File: src/rtl/uart_read.sv
// ---------------------------------------------------------------------------
// uart_read -- 8N1 UART receiver with 16x oversampling and a one-deep
// output register.
//
// Ports:
//   clk        system clock, everything on the rising edge
//   reset      synchronous active-high reset
//   Serial_in  asynchronous serial line, idle high
//   rd         read acknowledge; consumes the held byte
//   RX_data    last correctly received byte
//   rx_valid   RX_data holds an unread byte
//   frame_err  sticky: last frame had a low stop bit
//   overrun    sticky: a good byte was dropped because the held byte was unread
//
// Parameters:
//   baudrate   line bit rate in bit/s
//   freq       clk frequency in Hz; oversample divisor is freq/(baudrate*16)
// ---------------------------------------------------------------------------
`timescale 1ns/1ps

module uart_read #(
  parameter int baudrate = 9600,
  parameter int freq     = 50000000
) (
  input  logic       clk,
  input  logic       reset,
  input  logic       Serial_in,
  input  logic       rd,
  output logic [7:0] RX_data,
  output logic       rx_valid,
  output logic       frame_err,
  output logic       overrun
);

  localparam int DIV = freq / (baudrate * 16);
  localparam int CW  = (DIV > 1) ? $clog2(DIV) : 1;
  localparam logic [CW-1:0] DIV_LAST = CW'(DIV - 1);

  typedef enum logic [2:0] {
    S_IDLE,
    S_START,
    S_DATA,
    S_STOP,
    S_BREAK
  } state_t;

  // Two-flop synchronizer; resets to the idle (high) line level so a reset
  // never looks like a start edge.
  logic [1:0] sync_q;
  logic       s_in;

  always_ff @(posedge clk) begin
    if (reset) begin
      sync_q <= 2'b11;
    end else begin
      sync_q <= {sync_q[0], Serial_in};
    end
  end

  assign s_in = sync_q[1];

  // Free-running 16x oversample tick.
  logic [CW-1:0] div_q;
  logic          tick;

  assign tick = (div_q == DIV_LAST);

  always_ff @(posedge clk) begin
    if (reset) begin
      div_q <= '0;
    end else if (tick) begin
      div_q <= '0;
    end else begin
      div_q <= div_q + 1'b1;
    end
  end

  state_t     state_q;
  logic [3:0] tcnt_q;
  logic [2:0] bcnt_q;
  logic [7:0] shift_q;
  logic [7:0] rx_data_q;
  logic       rx_valid_q;
  logic       frame_err_q;
  logic       overrun_q;

  // The stop bit is sampled on the 16th tick of the STOP state; a high
  // stop bit means the shift register holds a good byte.
  logic stop_sample;
  logic accept;

  assign stop_sample = tick && (state_q == S_STOP) && (tcnt_q == 4'd15);
  assign accept      = stop_sample && s_in;

  always_ff @(posedge clk) begin
    if (reset) begin
      state_q     <= S_IDLE;
      tcnt_q      <= 4'd0;
      bcnt_q      <= 3'd0;
      shift_q     <= 8'h00;
      rx_data_q   <= 8'h00;
      rx_valid_q  <= 1'b0;
      frame_err_q <= 1'b0;
      overrun_q   <= 1'b0;
    end else begin
      // Output register and handshake.
      if (accept) begin
        frame_err_q <= 1'b0;
        if (!rx_valid_q || rd) begin
          // A read in the same cycle frees the slot for the new byte.
          rx_data_q  <= shift_q;
          rx_valid_q <= 1'b1;
        end else begin
          overrun_q <= 1'b1;
        end
      end else begin
        if (stop_sample) begin
          frame_err_q <= 1'b1;
        end
        if (rd && rx_valid_q) begin
          rx_valid_q <= 1'b0;
          overrun_q  <= 1'b0;
        end
      end

      // Frame FSM, advancing only on oversample ticks.
      if (tick) begin
        case (state_q)
          S_IDLE: begin
            if (!s_in) begin
              state_q <= S_START;
              tcnt_q  <= 4'd0;
            end
          end

          S_START: begin
            // Re-check the line half a bit in to reject short glitches.
            if (tcnt_q == 4'd7) begin
              tcnt_q <= 4'd0;
              if (!s_in) begin
                state_q <= S_DATA;
                bcnt_q  <= 3'd0;
              end else begin
                state_q <= S_IDLE;
              end
            end else begin
              tcnt_q <= tcnt_q + 4'd1;
            end
          end

          S_DATA: begin
            if (tcnt_q == 4'd15) begin
              tcnt_q  <= 4'd0;
              shift_q <= {s_in, shift_q[7:1]};
              if (bcnt_q == 3'd7) begin
                state_q <= S_STOP;
              end else begin
                bcnt_q <= bcnt_q + 3'd1;
              end
            end else begin
              tcnt_q <= tcnt_q + 4'd1;
            end
          end

          S_STOP: begin
            if (tcnt_q == 4'd15) begin
              tcnt_q  <= 4'd0;
              state_q <= s_in ? S_IDLE : S_BREAK;
            end else begin
              tcnt_q <= tcnt_q + 4'd1;
            end
          end

          S_BREAK: begin
            // A line held low after a bad stop bit must not start new frames.
            if (s_in) begin
              state_q <= S_IDLE;
            end
          end

          default: begin
            state_q <= S_IDLE;
          end
        endcase
      end
    end
  end

  assign RX_data   = rx_data_q;
  assign rx_valid  = rx_valid_q;
  assign frame_err = frame_err_q;
  assign overrun   = overrun_q;

endmodule

File: config.mk
export PLATFORM = sky130hd
export DESIGN_NAME = uart_read
export DESIGN_NICKNAME = d
export VERILOG_FILES = /design/src/rtl/uart_read.sv
export SDC_FILE = /design/constraint.sdc
export NUM_CORES = 1
export LEC_CHECK = 0
export CORE_MARGIN = 3
export CORE_UTILIZATION = 56
export DETAILED_ROUTE_END_ITERATION = 10
export GPL_ROUTABILITY_DRIVEN = 0
export HOLD_SLACK_MARGIN = 0.12
export PLACE_DENSITY = 0.88
export SKIP_LAST_GASP = 1
export SYNTH_ARGS = -nofsm -noshare
export SYNTH_HDL_FRONTEND = slang
export SYNTH_SLANG_ARGS = --single-unit
File: constraint.sdc
create_clock -name clk -period 2.4 [get_ports clk]
set_input_delay 0.48 -clock clk [delete_from_list [all_inputs] [get_ports clk]]
set_output_delay 0.48 -clock clk [all_outputs]
set_load 0.05 [all_outputs]
==> qor.txt, run 1 <==
VDD IR max = 0.3179 mV
Starting Density = 59.27%
# Max-Cap Violations = 0
Post-Syn Instances = 184
Vias = 1369
Register area share after synthesis = 43.54%
CP Max Fanout = 2
Multiplexer area fraction after synthesis = 9.320%
Max Slew Vio Count = 0
Max incr delay on CP = 0.83 ns
Worst min path class = reg -> reg
Final hold slack = 0.4296 ns
Layout Utilization = 64.52%
Die Area = 4008 µm²
EDFF count, synth = 0
Ports = 15
Status = completed
Via/cell ratio = 5.680
Layout cells sized above 1 = 7.614%
Syn_area_per_cell = 9.996 µm²
Crit start category = register
Critical path capture point type = primary output
Non-Filler Instances = 241
Worst-path clk slew = 0.11 ns
Synth Area in Adders = 3.401%
Pin count of the biggest net entering global routing = 22
Synth Area in Compound Gates = 9.864%
Sum Neg Setup Slack = 0 ns
Placed instance count = 234
First-pass GRT wire length = 5.775 mm
Total gr overflow = 0
Diode count = 0
RSZ-0062 raised after global routing = no
Commonest register cell after synthesis = dfxtp_1
CTS root buffer = clkbuf_4
DRT iter0 DRCs = 53
Share of the synthesized area in the top cell type = 43.54%
TritonRoute pass-1 iters = 4
WL per Instance = 14.06 µm
Routed WL = 3.388 mm
Synth Net Count = 193
CTS sink count = 40
#FFs+latches synth = 40
Post-Route Skew = 0.006079 ns
Post-synthesis xor/xnor area fraction = 4.762%
Crit share post-route = 83.59%
Largest family of logic cells by synthesized area = simple AND/OR/NAND/NOR gates
CTS Buffer Depth = 2
Area grow syn2layout = 8.844%
Slew @ Worst Pin = 0.5925 ns
Clk_lat worst skew = 0.34 ns
Final hold vios = 0
Synth top area cells = dfxtp_1 (44%), mux2i_1 (8.7%), nand2_1 (4.3%)
Number of nets in the layout = 206
Post-DRT Antenna Nets = 0
Final setup fails = 0
Top-count cell post-synth = dfxtp_1
Cell Area, Synth = 1839 µm²
Core outline area = 3103 µm²
Fmax = 0.4985 GHz
Die Height = 63.31 µm
Yosys cell types = 50
CP required = 1.92 ns
Yosys warning count = 0
Worst-path cell chain = clkdlybuf4s50_1
Die width = 63.31 µm
Hold buffers post-CTS = 0
Post-route DRC = 0
Async set or reset register ratio after synthesis = 0%
Critical path's top delay family = buffers and inverters
CTS tree = done
Number of port buffers = 14
Rows = 20
CTS resizes = 0
Fin crit period = 2.006 ns
CTS H-tree lvls = 2
Kind of critical path = reg -> out
CP Buf/Inv Count = 1
Max-slew headroom at the worst pin = 59.48%
Simple-gate portion of the synthesized area = 23.61%
Static Leak = 0.0008269 µW
Initial antenna violation count = 0
Synth cell count leaders = dfxtp_1 (40), nand2_1 (21), mux2i_1 (16)
Vias in the first global route = 1292
Power Dens Cells = 509.6 nW/µm²
CP arrival = 1.53 ns
Detail Placement HPWL = 2.453 mm
Slowest-stage cell, CP = clkdlybuf4s50_1
Num CTS Buffers = 5
Total track usage = 18.16%
Post-synth top area cell = dfxtp_1
Setup bufs post-CTS = 0
## placed cells by master (no fill, tap or decap), types with 5 or more instances in the layout
master,synthesis,routed
dfxtp_1,40,40
nand2_1,21,21
ha_1,5,5
nor2_1,15,15
clkdlybuf4s50_1,0,14
clkbuf_4,1,5
nand3_1,5,5
a21oi_1,5,5
mux2i_1,16,16
xor2_1,7,7
## registers in the layout (all words and copies together), names as in the netlist
| signal | count |
|---|---|
| div_q | 9 |
| overrun | 1 |
| bcnt_q | 3 |
| rx_valid | 1 |
| frame_err | 1 |
| sync_q | 2 |
| shift_q | 8 |
| tcnt_q | 4 |
| state_q | 3 |
| RX_data | 8 |
## power by group
group          switching (µW)  total [µW]  internal, µW
logic                    18.1        30.9          12.9
clock network             203         311           108
registers                8.81         678           669
## per-stage QoR
| stage | instance area [µm²] | total power [µW] | setup slack [ns] |
|---|---|---|---|
| 2_1_floorplan | 1839 | 713.4 | 0.6794 |
| 3_3_place_gp | 1956 | 721.4 | 0.5480 |
| 3_5_place_dp | 1956 | 724.0 | 0.4663 |
| 4_1_cts | 2002 | 1023 | 0.3852 |
| 5_1_grt | 2002 | 1058 | 0.2966 |
| 6_report | 2002 | 1020 | 0.3939 |
## metal layers
| layer | wire [µm] | global-route usage [%] |
|---|---|---|
| met5 | 0 | 0 |
| met4 | 82 | 8.356 |
| met3 | 114 | 4.813 |
| met2 | 1699 | 29.91 |
| met1 | 1491 | 22.10 |
## layout make-up
cell class | count | area, µm²
clock buffers | 6 | 41.29
clock inverters | 1 | 5.005
fillers | 274 | 1101
inverters | 4 | 15.01
multi-input cells | 131 | 937.1
flip-flops and latches | 40 | 800.8
well taps | 44 | 55.05
repair buffers | 15 | 147.6
## final timing paths
check,slack [ns],endpoint,cells past startpoint,start
worst max register to register,0.46,shift_q[6],6,div_q[0]
worst min register to register,0.43,sync_q[1],1,sync_q[0]
worst min-delay path,0.43,sync_q[1],1,sync_q[0]
worst max-delay path,0.39,RX_data[3],1,RX_data[3]
## cells by family (layout without fill, tap and decap cells)
group | count (synthesis) | after routing
buf+inv | 13 | 26
mux | 17 | 17
flops | 40 | 40
compound gates | 24 | 24
xor+xnor | 10 | 10
simple gates | 75 | 75
fa+ha+maj | 5 | 5
Note: power is estimated with default switching activity, not from simulation.
==> inputs of run 2 (changes only) <==
Settings changed: CORE_UTILIZATION 56 to 51, PLACE_DENSITY 0.88 to 0.85.
Clock period 2.4 ns to 1.7 ns, I/O delays scaled along.
==> run 2 against run 1 <==
The run now ends with negative setup slack left. Routed wire length is 7.0% higher. Worst hold slack improved by 0.0068 ns. Die area increased by 8.9%. Clock power is 95% higher. Final area up 12%. Global-route usage up 0.45 points. First-iteration DRC count rose by 1.9%. Combinational power is 120% higher. Clock skew grew 0.0024 ns. Critical path depth rose by 3. Critical path type is now reg -> reg. Critical endpoint is now tcnt_q[2].
==> qor.txt, run 2 (synthesis results as in run 1) <==
Dpl ws = -0.05128 ns
Post-route DRC = 0
Die Height = 66.06 µm
Cell Area, Placed = 2088 µm²
Static Leak = 0.0009890 µW
CP Buf/Inv Count = 0
WL met3 = 88 µm
Total gr overflow = 0
Max Slew Vio Count = 0
Diode count = 0
CTS root buffer = clkbuf_4
Hold path startpoint = sync_q[0]
CTS sink count = 40
Metal-1 WL = 1.667 mm
Clock power share = 37.3%
Core outline area = 3416 µm²
Register area = 804.5 µm²
Filler cell count = 293
Die width = 66.06 µm
Crit path launch = div_q[7]
CP required = 1.94 ns
Starting Density = 53.85%
CP arrival = 2.00 ns
CTS tree = done
DRT iter0 DRCs = 54
WL per Instance = 13.53 µm
Total track usage = 18.62%
Fin crit period = 1.763 ns
First-pass GRT wire length = 6.258 mm
Slew @ Worst Pin = 0.4058 ns
Internal power = 1287 µW
Slowest-stage cell, CP = or4b_4
Largest register FFs = 9
WL met2 = 1.813 mm
Kind of critical path = reg -> reg
Failing checks = negative setup slack
Fmax = 0.5672 GHz
Hold buffers post-CTS = 0
Num CTS Buffers = 5
Initial antenna violation count = 0
Proportion of power drawn by flip-flops and latches = 58.4%
Via/cell ratio = 5.328
Post-Route Skew = 0.008438 ns
Number of port buffers = 14
Reg2reg start = div_q[7]
Largest Register = div_q
VDD IR max = 0.3973 mV
Detail Placement HPWL = 2.671 mm
Vias = 1428
Worst min path class = reg -> reg
Ports = 15
TritonRoute pass-1 iters = 4
Layout cells sized above 1 = 28.38%
Rows = 21
Top Metal Used = met4
Number of nets in the layout = 230
Switch share = 21.03%
Die Area = 4363 µm²
Crit start category = register
Overall power = 1629 µW
Vias in the first global route = 1422
Pin count of the biggest net entering global routing = 13
# Max-Cap Violations = 0
NetSw = 342.6 µW
Max-slew headroom at the worst pin = 72.25%
RSZ-0062 raised after global routing = yes
Post-route cell area = 2242 µm²
Crit share post-route = 103.7%
Final WS setup = -0.06310 ns
Commonest non-fill, non-tap cell in the layout = dfxtp_1
Critical path's top delay family = compound AO/OA/AOI/OAI gates
Commonest non-fill, non-tap cells in the layout = dfxtp_1 (37), buf_4 (35), nand2_1 (21)
Final hold vios = 0
Critical path capture point type = register
Clk_lat worst skew = 0.35 ns
Multi-input logic area = 984.7 µm²
CTS Buffer Depth = 2
Area grow syn2layout = 21.90%
CP Max Fanout = 4
Worst-path cell chain = or4b_4 > a2111o_1 > a221oi_1 > nor2_1
Post-DRT Antenna Nets = 0
Status = complete, but fails checks
Combinational share of power = 4.3%
CTS H-tree lvls = 2
Worst-path clk slew = 0.11 ns
Final setup fails = 15
Routed WL = 3.626 mm
Power Dens Cells = 726.7 nW/µm²
Max incr delay on CP = 0.57 ns
run 2: changes by cell type in the layout (fill, tap and decap cells not counted), sizes merged:
cell / delta
bufinv: +1
clkdlybuf4s50: -11
buf: +35
run 2: final cells by class:
type / count / area share [%]
clock buffers: 6 / 1.842
clock inverters: 2 / 1.563
inverters: 4 / 0.6696
multi-input cells: 131 / 43.92
flip-flops and latches: 40 / 35.88
well taps: 46 / 2.567
repair buffers: 39 / 13.56
run 2: worst paths after layout:
kind | to | slack (ns) | cells after the start
hold reg to reg | sync_q[1] | 0.44 | 1
hold / removal | sync_q[1] | 0.44 | 1
setup / recovery | tcnt_q[2] | -0.06 | 4
setup reg to reg | tcnt_q[2] | -0.06 | 4
run 2: per-stage QoR:
| stage | hold slack (ns) | setup TNS (ns) | utilization [%] | std cells |
|---|---|---|---|---|
| final | 0.4363 | -0.5303 | 65.64 | 268 |
| after global routing | 0.4576 | -1.739 | 65.64 | 268 |
| after floorplan | 0.3895 | -0.02060 | - | 184 |
| after CTS | 0.4389 | -0.1442 | 64.54 | 267 |
| after global placement | 0.3976 | -0.003313 | 61.14 | 257 |
| after detailed placement | 0.4014 | -0.09439 | 61.14 | 257 |
run 2: what timing repair did:
item / 4_1_cts / 5_1_grt
gates resized for setup: 8 / 7
setup endpoints to repair: 5 / 28
pin swaps: 2 / 3
buffers inserted: 2 / 1
run 2: power groups by stage:
stage                     Clock, µW  Combinational, µW  Sequential [µW]
after floorplan                   0               32.9              974
after global placement            0               62.2              971
after detailed placement          0               63.9              972
after CTS                       624               69.4              952
after global routing            669               78.5              954
final                           608               69.3              952
run 2: routing by layer:
metal  GRT usage, %  vias up
met5              0        -
met1          22.29      679
met4          6.853        0
met2          32.42       14
li1               -      730
met3          4.082        5
